--- src/rtl/xor4_bist_pkg.sv ---
// Shared types and helpers for the 4-input dual-rail XOR cell self-test sequencer.
package xor4_bist_pkg;

    typedef enum logic [1:0] {
        IDLE   = 2'd0,
        SETTLE = 2'd1,
        SAMPLE = 2'd2,
        DONE   = 2'd3
    } state_t;

    localparam int VEC_W = 4;
    localparam logic [VEC_W-1:0] LAST_VEC = 4'hF;

    function automatic logic parity4(input logic [VEC_W-1:0] vec, input logic pol);
        return (^vec) ^ pol;
    endfunction

endpackage

--- src/rtl/xor4_settle_timer.sv ---
// 8-bit settle down-counter: load takes priority, en decrements until zero.
module xor4_settle_timer (
    input  logic       clk,
    input  logic       rst,
    input  logic       load,
    input  logic       en,
    input  logic [7:0] load_val,
    output logic       zero
);

    logic [7:0] count_q;
    logic [7:0] count_d;

    always_comb begin
        count_d = count_q;
        if (load) begin
            count_d = load_val;
        end else if (en && (count_q != 8'd0)) begin
            count_d = count_q - 8'd1;
        end
    end

    always_ff @(posedge clk or posedge rst) begin
        if (rst) begin
            count_q <= 8'd0;
        end else begin
            count_q <= count_d;
        end
    end

    assign zero = (count_q == 8'd0);

endmodule

--- src/rtl/xor4_bist_ctrl.sv ---
// BIST sequencer: walks all 16 input vectors of the dual-rail XOR cell and checks its parity output.
module xor4_bist_ctrl
    import xor4_bist_pkg::*;
#(
    parameter int SETTLE_CYC = 4,
    parameter bit EXP_POL    = 1'b0,
    parameter int ERR_W      = 5
) (
    input  logic             clk,
    input  logic             rst,
    input  logic             start,
    input  logic             abort,
    input  logic             dut_out,
    output logic             a,
    output logic             a_n,
    output logic             b,
    output logic             b_n,
    output logic             c,
    output logic             c_n,
    output logic             d,
    output logic             d_n,
    output logic             busy,
    output logic             done,
    output logic             pass,
    output logic             aborted,
    output logic [ERR_W-1:0] err_cnt,
    output logic [3:0]       first_fail_vec
);

    localparam logic [7:0]       SETTLE_LOAD = 8'(SETTLE_CYC - 1);
    localparam logic [ERR_W-1:0] ERR_MAX     = {ERR_W{1'b1}};

    state_t state_q, state_d;

    logic [VEC_W-1:0] vec_q, vec_d;
    logic [ERR_W-1:0] err_cnt_q, err_cnt_d;
    logic [3:0]       first_fail_vec_q, first_fail_vec_d;
    logic             pass_q, pass_d;
    logic             aborted_q, aborted_d;

    logic timer_load;
    logic timer_en;
    logic timer_zero;

    xor4_settle_timer u_timer (
        .clk      (clk),
        .rst      (rst),
        .load     (timer_load),
        .en       (timer_en),
        .load_val (SETTLE_LOAD),
        .zero     (timer_zero)
    );

    always_ff @(posedge clk or posedge rst) begin
        if (rst) begin
            state_q <= IDLE;
        end else begin
            state_q <= state_d;
        end
    end

    always_comb begin
        state_d = state_q;
        case (state_q)
            IDLE: begin
                if (start) state_d = SETTLE;
            end
            SETTLE: begin
                if (abort)           state_d = IDLE;
                else if (timer_zero) state_d = SAMPLE;
            end
            SAMPLE: begin
                if (abort)                  state_d = IDLE;
                else if (vec_q == LAST_VEC) state_d = DONE;
                else                        state_d = SETTLE;
            end
            DONE: begin
                state_d = IDLE;
            end
            default: state_d = IDLE;
        endcase
    end

    always_comb begin
        busy = (state_q == SETTLE) || (state_q == SAMPLE);
        done = (state_q == DONE);
    end

    // Run datapath; abort pre-empts any sample update or move to DONE.
    always_comb begin
        vec_d            = vec_q;
        err_cnt_d        = err_cnt_q;
        first_fail_vec_d = first_fail_vec_q;
        pass_d           = pass_q;
        aborted_d        = aborted_q;
        timer_load       = 1'b0;
        timer_en         = 1'b0;
        case (state_q)
            IDLE: begin
                if (start) begin
                    vec_d            = '0;
                    err_cnt_d        = '0;
                    first_fail_vec_d = '0;
                    pass_d           = 1'b0;
                    aborted_d        = 1'b0;
                    timer_load       = 1'b1;
                end
            end
            SETTLE: begin
                if (abort) begin
                    vec_d     = '0;
                    pass_d    = 1'b0;
                    aborted_d = 1'b1;
                end else begin
                    timer_en = 1'b1;
                end
            end
            SAMPLE: begin
                if (abort) begin
                    vec_d     = '0;
                    pass_d    = 1'b0;
                    aborted_d = 1'b1;
                end else begin
                    if (dut_out != parity4(vec_q, EXP_POL)) begin
                        if (err_cnt_q != ERR_MAX) err_cnt_d = err_cnt_q + 1'b1;
                        if (err_cnt_q == '0)      first_fail_vec_d = vec_q;
                    end
                    if (vec_q != LAST_VEC) begin
                        vec_d      = vec_q + 1'b1;
                        timer_load = 1'b1;
                    end
                end
            end
            DONE: begin
                pass_d = (err_cnt_q == '0);
            end
            default: ;
        endcase
    end

    always_ff @(posedge clk or posedge rst) begin
        if (rst) begin
            vec_q            <= '0;
            err_cnt_q        <= '0;
            first_fail_vec_q <= '0;
            pass_q           <= 1'b0;
            aborted_q        <= 1'b0;
        end else begin
            vec_q            <= vec_d;
            err_cnt_q        <= err_cnt_d;
            first_fail_vec_q <= first_fail_vec_d;
            pass_q           <= pass_d;
            aborted_q        <= aborted_d;
        end
    end

    // Both rails of each pin come from the same vec_q bit, so they can never be equal.
    assign a   = vec_q[3];
    assign a_n = ~vec_q[3];
    assign b   = vec_q[2];
    assign b_n = ~vec_q[2];
    assign c   = vec_q[1];
    assign c_n = ~vec_q[1];
    assign d   = vec_q[0];
    assign d_n = ~vec_q[0];

    assign pass           = pass_q;
    assign aborted        = aborted_q;
    assign err_cnt        = err_cnt_q;
    assign first_fail_vec = first_fail_vec_q;

endmodule

--- config.mk ---
export PLATFORM = sky130hd
export DESIGN_NAME = xor4_bist_ctrl
export DESIGN_NICKNAME = d
export VERILOG_FILES = /design/src/rtl/xor4_bist_pkg.sv /design/src/rtl/xor4_settle_timer.sv /design/src/rtl/xor4_bist_ctrl.sv
export SDC_FILE = /design/constraint.sdc
export NUM_CORES = 1
export LEC_CHECK = 0
export BUFFER_PORTS_ARGS = -buffer_cell sky130_fd_sc_hd__buf_4
export CAP_MARGIN = 20
export CORE_UTILIZATION = 55
export CTS_CLUSTER_DIAMETER = 150
export DETAILED_ROUTE_END_ITERATION = 12
export PLACE_DENSITY_LB_ADDON = 0.05
export SYNTH_ARGS = -nofsm -noshare
export SYNTH_HDL_FRONTEND = slang
export SYNTH_HIERARCHICAL = 1
export SYNTH_SLANG_ARGS = --single-unit
--- constraint.sdc ---
create_clock -name clk -period 3.02 [get_ports clk]
set_clock_uncertainty 0.2 [all_clocks]
set_input_delay 0 -clock clk [delete_from_list [all_inputs] [get_ports clk]]
set_output_delay 0 -clock clk [all_outputs]
set_load 0.03 [all_outputs]
---- Word level (Yosys, flattened, before mapping) ----
Cells that the tools add are included.
operators by class
  reductions and logical operators ........ 18
  bitwise operators ....................... 4
  add/sub/neg operators ................... 3
  equality and inequality tests ........... 16
  muxes and demuxes ....................... 33
operators with widths
  kind                 count
  $mux 4               7
  $mux 5               4
  $mux 8               2
  $pmux 4 s3           1
  $mux 2               5
  $pmux 5 s2           1
  $reduce_and 5->1     2
  $logic_not 8->1      1
  $mux 1               8
  $ne 2x1->1 const B   4
  $pmux 2 s4           1
  $pmux 4 s2           1
  $reduce_bool 8->1    1
  $sub 8x1->8 const B  1
  $ne 2x2->1 const B   3
  $reduce_bool 2->1    3
  $add 5x1->5 const B  1
  $logic_not 5->1      1
  $ne 5x5->1 const B   1
  $add 4x1->4 const B  1
  $eq 2x2->1 const B   2
  $eq 4x4->1 const B   1
  $ne 4x4->1 const B   1
  $not 1->1            4
  15 further kinds     17
storage, ports and cells
  word-level logic and storage cells ...... 81
  output and inout bits ................... 21
  flip-flop bits (word level) ............. 25

---- Longest topological paths before layout ----
Gate-level depths: netlist (run 1).
  word-level depth ........................ 5
  gate-level depth with buffers ........... 8

---- Hierarchy ----
Netlist (run 1), hierarchy kept.
modules (own cells, without submodules)
  module             area an instance (um^2)  instances  cells an instance
  xor4_bist_ctrl     1076.0                   1          119
  xor4_settle_timer  495.5                    1          53

---- Least setup slack after synthesis (run 1) ----
No wires, ideal clock.
  path type ............................... reg2reg
  from .................................... register vec_q[0]
  to ...................................... register err_cnt_q[0], in the netlist err_cnt[0]
  clock period less this slack ............ 2.309 ns
  setup slack ............................. 0.711 ns
  data arrival time ....................... 1.967 ns
  stages on the path, launching flop included .. 7
  cell sequence ........................... dfrtp_1 > ha_1 > xnor3_1 > nand2b_4 > or3_1 > buf_2 > mux2i_1
between the ends
  cells in the longest elaborated chain, start to end .. 4
RTL lines
  element                     RTL line               source
  start, declared             xor4_bist_ctrl.sv:35   logic [VEC_W-1:0] vec_q, vec_d;
  start signal, assigned      xor4_bist_ctrl.sv:149  vec_q <= vec_d;
  $reduce_xor 4->1            xor4_bist_pkg.sv:15    return (^vec) ^ pol;
  $ne 1x1->1                  xor4_bist_ctrl.sv:124  if (dut_out != parity4(vec_q, EXP_POL)) begin
  $ne 2x1->1 (no line)        --
  $reduce_and 5->1 (no line)  --
  end signal, assigned        xor4_bist_ctrl.sv:150  err_cnt_q <= err_cnt_d;
  end, declared               xor4_bist_ctrl.sv:36   logic [ERR_W-1:0] err_cnt_q, err_cnt_d;
Every way passes these cells.
A chain may end at the register's enable or synchronous reset.

---- Final worst setup path (run 1) ----
  from .................................... register vec_q[1]
  to ...................................... register first_fail_vec_q[0], in the netlist first_fail_vec[0]
between the ends
  cells in the longest elaborated chain, start to end .. 4
RTL lines
  element                     RTL line               source
  $reduce_xor 4->1            xor4_bist_pkg.sv:15
  $ne 1x1->1                  xor4_bist_ctrl.sv:124
  $ne 2x1->1 (no line)        --
  $reduce_and 5->1 (no line)  --
  end signal, assigned        xor4_bist_ctrl.sv:151  first_fail_vec_q <= first_fail_vec_d;
  end, declared               xor4_bist_ctrl.sv:37   logic [3:0] first_fail_vec_q, first_fail_vec_d;
Every way passes these cells.

==> flow_summary.toml, run 1 <==
[power_and_ir_drop]
total_power_mw = 1.29
p_leak_nw = 0.897
ir_worst_vdd_mv = 0.549
powerDensity_mw_per_mm2 = 690

[detailed_routing]
drc_errors = 0
dr.first_iter.drc_count = 36
wirelength_um = 3320
vias = 1321
wl_per_cell_um = 13.9
via_per_inst = 5.53
drtAntennaViolNets = 0
drt-pass1-iter-count = 4

[grt]
antenna_found_initial = 0
grt_max_degree = 18
grt_pass1_wl_um = 5550
overflow = 0
grt.total_usage = 0.227
first_global_vias = 1275

[sta]
final.period_utilization = 0.769
timing.slew.headroom = 0.571
setup_viol_count_final = 0
hold_viol = 0
worst_slew_pin_slew_ns = 0.634
rsz0062_at_grt = "no"
fin_crit_ns = 2.32
slew_viol_final = 0
timing.fmax_mhz = 430
fin_setup_tns_ns = 0

[critical_path]
criticalPathCategory = "reg2reg"
slowest_delay_ns = 0.45
ff2ff_setup_slack_ns = 0.70
r2r_end = "first_fail_vec[0]"
worstSetupEndpointType = "register"
critical_path.top_delay_family = "simple AND/OR/NAND/NOR gates"
setup.worst_path.start = "vec_q[1]"
crit_end = "first_fail_vec[0]"
start_kind = "register"
critPathMaxFanout = 5
cp_slowest_cell = "dfrtp_1"
worstPathRequired_ns = 3.06
crit_buf_inv = 0
cp_cell_sequence = "ha_1 -> xnor3_1 -> nand2b_4 -> nor3_2 -> mux2i_1"
r2r_cells = 5
reg2reg_from = "vec_q[1]"
arrival_ns = 2.37
cp_num_cells = 5

[clocking]
clk_pin_slew_ns = 0.13
cts-buffers-inserted = 3
cts_resized = 0
h-tree-depth = 1
cts_sinks = 25
cts_tree = "yes"
cts_root_buffer = "clkbuf_4"
clockBufferDepth = 2
clk_latency_ns = 0.32

[synthesis]
syn_area_mm2 = 0.00157
synth-seq-cells = 25
yosysTopAreaCell = "dfrtp_1"
synthTopCellsByArea = "dfrtp_1, ha_1, nand2_1, inv_1, mux2i_1"
synth_top_area_share = 0.398
yosysSeqAreaShare = 0.398
yosys_warnings = 6
ys_types = 44
synth_cells = 172
avgSynthCellArea_um2 = 9.14

[run]
maxCapViolCount = 0

[finish]
final_cells = 239
drive_gt1_frac = 0.178
areaGrowthSynthToFinish_pct = 19.3
nets = 227
fin_area_mm2 = 0.00187
n_antenna_cell = 0

[min_path]
hold_path_class = "in2async"

[die]
io_pins = 26
dieArea_mm2 = 0.00308
initial_core_util = 0.575
rows = 19
die_h_um = 55.5
coreArea_mm2 = 0.00273
die_x_um = 55.5

[outcome]
status = "complete, no violations"

[placed_design]
place_hpwl_um = 2610
dpl_cell_area_mm2 = 0.00181
place.gp.congestion = 0.817
dp_cells = 231
port_buffers = 25
-- cell usage after synthesis, drive strengths merged --
master,number
o211ai,1
ha,13
o41ai,3
o31a,1
a211oi,1
inv,20
nand4,1
xor2,2
nor4,2
or2,1
or4,1
nor4b,2
a31oi,1
mux2,3
nor2b,2
or4b,1
and2,1
nand2b,5
o21ai,17
nand2,28
xnor2,2
buf,1
and2b,1
nor3,3
dfrtp,25
mux2i,7
nand3,4
and3,1
or3,2
nor2,6
a21oi,5
clkbuf,2
conb,2
a22oi,1
nor3b,1
xnor3,1
o31ai,2
-- layer usage --
metal  wire [um]  track usage
met1        1610        0.298
met4          21       0.0500
met3         107       0.0445
met2        1580        0.387
met5           0            0
-- registers in the layout, summed over array words and instances, names as in the netlist --
signal / cells
u_timer/count_q: 8
state_q: 2
first_fail_vec: 4
aborted: 1
vec_q: 4
pass: 1
err_cnt: 5
-- report_power, final --
group          internal (mW)  switching (mW)
combinational          0.249           0.386
sequential             0.419          0.0906
clock                 0.0517          0.0963
total                  0.720           0.573
-- worst min-delay path by stage --
stage	depth (start not counted)	start	end
2_1_floorplan	1	rst	u_timer/count_q[0]
5_1_grt	5	dut_out	first_fail_vec[1]
3_3_place_gp	2	rst	u_timer/count_q[6]
3_5_place_dp	2	rst	u_timer/count_q[6]
4_1_cts	5	dut_out	err_cnt[2]
6_report	3	rst	err_cnt[1]
-- area by class of cell --
type	count	area, um2
clock buffer	4	26.3
fill	219	860
inverter	20	75.1
multi-input combinational	130	881
sequential	25	626
tap	31	38.8
timing repair buffer	29	228
-- cell families after synthesis --
group / after synthesis / synth area share
simple gates: 62 / 0.213
compound gates: 32 / 0.123
other cells: 2 / 0.00478
buf+inv: 23 / 0.0557
fa+ha+maj: 13 / 0.104
xor+xnor: 5 / 0.0366
mux: 10 / 0.0661
flops: 25 / 0.398
-- timing repair --
item                                    CTS  global route
hold buffers                              4             0
endpoints found under the hold margin    32             0
endpoints found under the setup margin    0             0
setup buffers                             0             0
-- worst min-delay path, stage by stage --
cell           delay (ns)
dlygate4sd3_1        0.54
buf_4                0.13
inv_1                0.48
-- cells in the final DEF (no fill, tap or decap), types with 2 or more instances in the layout --
cell type,instances
ha_1,13
nand3_1,4
o31ai_1,2
xor2_1,2
o21ai_0,13
clkbuf_4,3
dlygate4sd3_1,4
buf_4,25
nor4b_1,2
mux2_2,2
mux2i_1,7
nand2_1,28
nor2_1,6
inv_1,20
conb_1,8
o41ai_1,3
nand2b_1,4
nor2b_1,2
dfrtp_1,25
a21oi_1,5
o21ai_1,3
xnor2_1,2
nor3_1,2
-- stage by stage --
stage	hold WS (ns)	setup WS, ns	utilization
4_1_cts	0.131	0.672	0.686
3_3_place_gp	-0.225	0.794	0.661
3_5_place_dp	-0.219	0.726	0.661
5_1_grt	0.156	0.569	0.686
6_report	0.126	0.696	0.686
2_1_floorplan	-0.384	0.711	-
No activity file was read; power rests on OpenSTA's default activity.
==> run 2, diff against run 1 <==
--- a/config.mk
+++ b/config.mk
@@ -5,9 +5,10 @@
 export SDC_FILE = /design/constraint.sdc
 export NUM_CORES = 1
 export LEC_CHECK = 0
+export ABC_AREA = 1
 export BUFFER_PORTS_ARGS = -buffer_cell sky130_fd_sc_hd__buf_4
 export CAP_MARGIN = 20
-export CORE_UTILIZATION = 55
+export CORE_UTILIZATION = 57
 export CTS_CLUSTER_DIAMETER = 150
 export DETAILED_ROUTE_END_ITERATION = 12
 export PLACE_DENSITY_LB_ADDON = 0.05
==> constraint.sdc (replaced) <==
create_clock -name clk -period 2.3 [get_ports clk]
set_clock_uncertainty 0.2 [all_clocks]
set_input_delay 0 -clock clk [delete_from_list [all_inputs] [get_ports clk]]
set_output_delay 0 -clock clk [all_outputs]
set_load 0.03 [all_outputs]
==> flow_summary.toml, run 2 <==
[detailed_routing]
wl_per_cell_um = 11.0
drt-pass1-iter-count = 5
dr.first_iter.drc_count = 114
vias = 1620
wirelength_um = 3670
drc_errors = 0
drtAntennaViolNets = 0
via_per_inst = 4.85

[grt]
grt_max_degree = 18
grt_pass1_wl_um = 6360
first_global_vias = 1415
antenna_found_initial = 0
overflow = 0
grt.total_usage = 0.241

[critical_path]
cp_cell_sequence = "inv_1 -> ha_1 -> nand2_1 -> inv_1 -> nand2_1 -> o21ai_0 -> inv_1 -> buf_4 -> nand2_4 -> nand2_1 -> o21ai_2"
arrival_ns = 2.02
ff2ff_setup_slack_ns = 0.29
r2r_end = "u_timer/count_q[4]"
reg2reg_from = "state_q[0]"
slowest_delay_ns = 0.42
worstPathRequired_ns = 2.32
r2r_cells = 11
worstSetupEndpointType = "register"
criticalPathCategory = "reg2reg"
critPathMaxFanout = 8
start_kind = "register"
setup.worst_path.start = "state_q[0]"
crit_end = "u_timer/count_q[4]"
cp_slowest_cell = "dfrtp_1"

[die]
initial_core_util = 0.597
die_x_um = 58.6
coreArea_mm2 = 0.00305
rows = 20
io_pins = 26
dieArea_mm2 = 0.00343
die_h_um = 58.6

[finish]
layout_common_cells = "nand2_1, inv_1, nand3_1"
largest_register = "u_timer/count_q"
n_antenna_cell = 0
final_common_cell = "nand2_1"
areaGrowthSynthToFinish_pct = 18.3
fin_area_mm2 = 0.00216
n_fill_cell = 277
nets = 309
largest_reg_flops = 8
drive_gt1_frac = 0.193

[sta]
fin_crit_ns = 2.01
timing.slew.headroom = 0.550
worst_slew_pin_slew_ns = 0.674
setup_viol_count_final = 0
timing.fmax_mhz = 498
fin_setup_tns_ns = 0
hold_viol = 0
final.period_utilization = 0.873
slew_viol_final = 0
rsz0062_at_grt = "no"

[clocking]
cts_root_buffer = "clkbuf_4"
cts_sinks = 25
clk_latency_ns = 0.32
clockBufferDepth = 2
cts_resized = 0
cts_tree = "yes"
clk_pin_slew_ns = 0.15
cts-buffers-inserted = 3
h-tree-depth = 1

[power_and_ir_drop]
ir_worst_vdd_mv = 0.786
powerDensity_mw_per_mm2 = 1110
total_power_mw = 2.39
p_leak_nw = 1.20

[synthesis]
synthTopCellsByArea = "dfrtp_1, nand2_1, ha_1, nand3_1, inv_1"
synth_edf_count = 0
synth-seq-cells = 25
synthArstFlopShare = 1.00
syn_area_mm2 = 0.00182
synth_cells = 252
yosysTopAreaCell = "dfrtp_1"
yosys_warnings = 6
synth_top_area_share = 0.343
synth_most_common_cell = "nand2_1"
synth_flop_cell = "dfrtp_1"
yosysSeqAreaShare = 0.343
avgSynthCellArea_um2 = 7.23
synth_common_cells = "nand2_1, inv_1, nand3_1"
ys_types = 29

[placed_design]
place_hpwl_um = 2780
place.gp.congestion = 0.829
dpl_cell_area_mm2 = 0.00208
port_buffers = 25

[outcome]
status = "complete, no violations"

[min_path]
hold_path_class = "in2async"

[run]
maxCapViolCount = 0
## run 2: cell types whose count changed in the layout (fill, tap and decap cells not counted), sizes merged, moves of 3 or more
cell    delta
nand3     +29
o41ai      -3
mux2       -3
nand2b     -5
mux2i      -7
inv       +20
nor2      +14
buf        +3
nand2     +59
a21oi      -4
## run 2: worst min-delay path by stage
| stage | startpoint | end | cells past startpoint |
|---|---|---|---|
| floorplan | rst | u_timer/count_q[0] | 1 |
| global placement | rst | u_timer/count_q[6] | 2 |
| CTS | rst | first_fail_vec[2] | 3 |
| detailed placement | rst | u_timer/count_q[6] | 2 |
| finish | rst | first_fail_vec[2] | 3 |
| global route | rst | first_fail_vec[1] | 3 |
## run 2: cell families (layout without fill, tap and decap cells)
logic type / count (synthesis) / count (layout) / synth area share
simple gates: 147 / 147 / 0.380
buf+inv: 45 / 77 / 0.100
flops: 25 / 25 / 0.343
compound gates: 18 / 18 / 0.0734
fa+ha+maj: 13 / 13 / 0.0892
other cells: 2 / 8 / 0.00412
xor+xnor: 2 / 2 / 0.00961
## run 2: layout make-up
cell class | instances | area [um2] | share of cell area
multi-input cells | 188 | 1040 | 0.481
repair buffers | 33 | 260 | 0.121
clock inverters | 1 | 5.00 | 0.00232
flip-flops and latches | 25 | 626 | 0.290
clock buffers | 3 | 22.5 | 0.0104
well taps | 44 | 55.1 | 0.0255
inverters | 40 | 150 | 0.0696
## run 2: what timing repair did
| item | CTS | global route |
|---|---|---|
| hold endpoints to repair | 40 | 0 |
| buffers inserted | 0 | 0 |
| hold buffers | 5 | 0 |
## run 2: power by group
group	switching, mW	internal, mW
sequential	0.145	0.556
combinational	0.960	0.531
clock	0.134	0.0650
total	1.24	1.15
## run 2: worst max-delay path, delay by kind of cell, from the launching register on
kind,cells,cell delay [ns]
compound gates,2,0.16
fa+ha+maj,1,0.22
buf+inv,4,0.52
simple gates,4,0.38
flops,1,0.42
## run 2: through the flow
stage	instances	util	worst slack (ns)	hold WS, ns
global placement	325	0.681	0.412	-0.207
finish	334	0.706	0.293	0.125
CTS	334	0.706	0.301	0.146
floorplan	258	-	0.345	-0.384
detailed placement	325	0.681	0.324	-0.211
global route	334	0.706	0.0796	0.191
## run 2: metal layers
metal,GRT usage,up-vias,part of all wire
li1,-,848,-
met1,0.379,731,0.53
met2,0.351,37,0.42
met3,0.0264,4,0.036
met4,0.0612,0,0.0087
met5,0,-,0
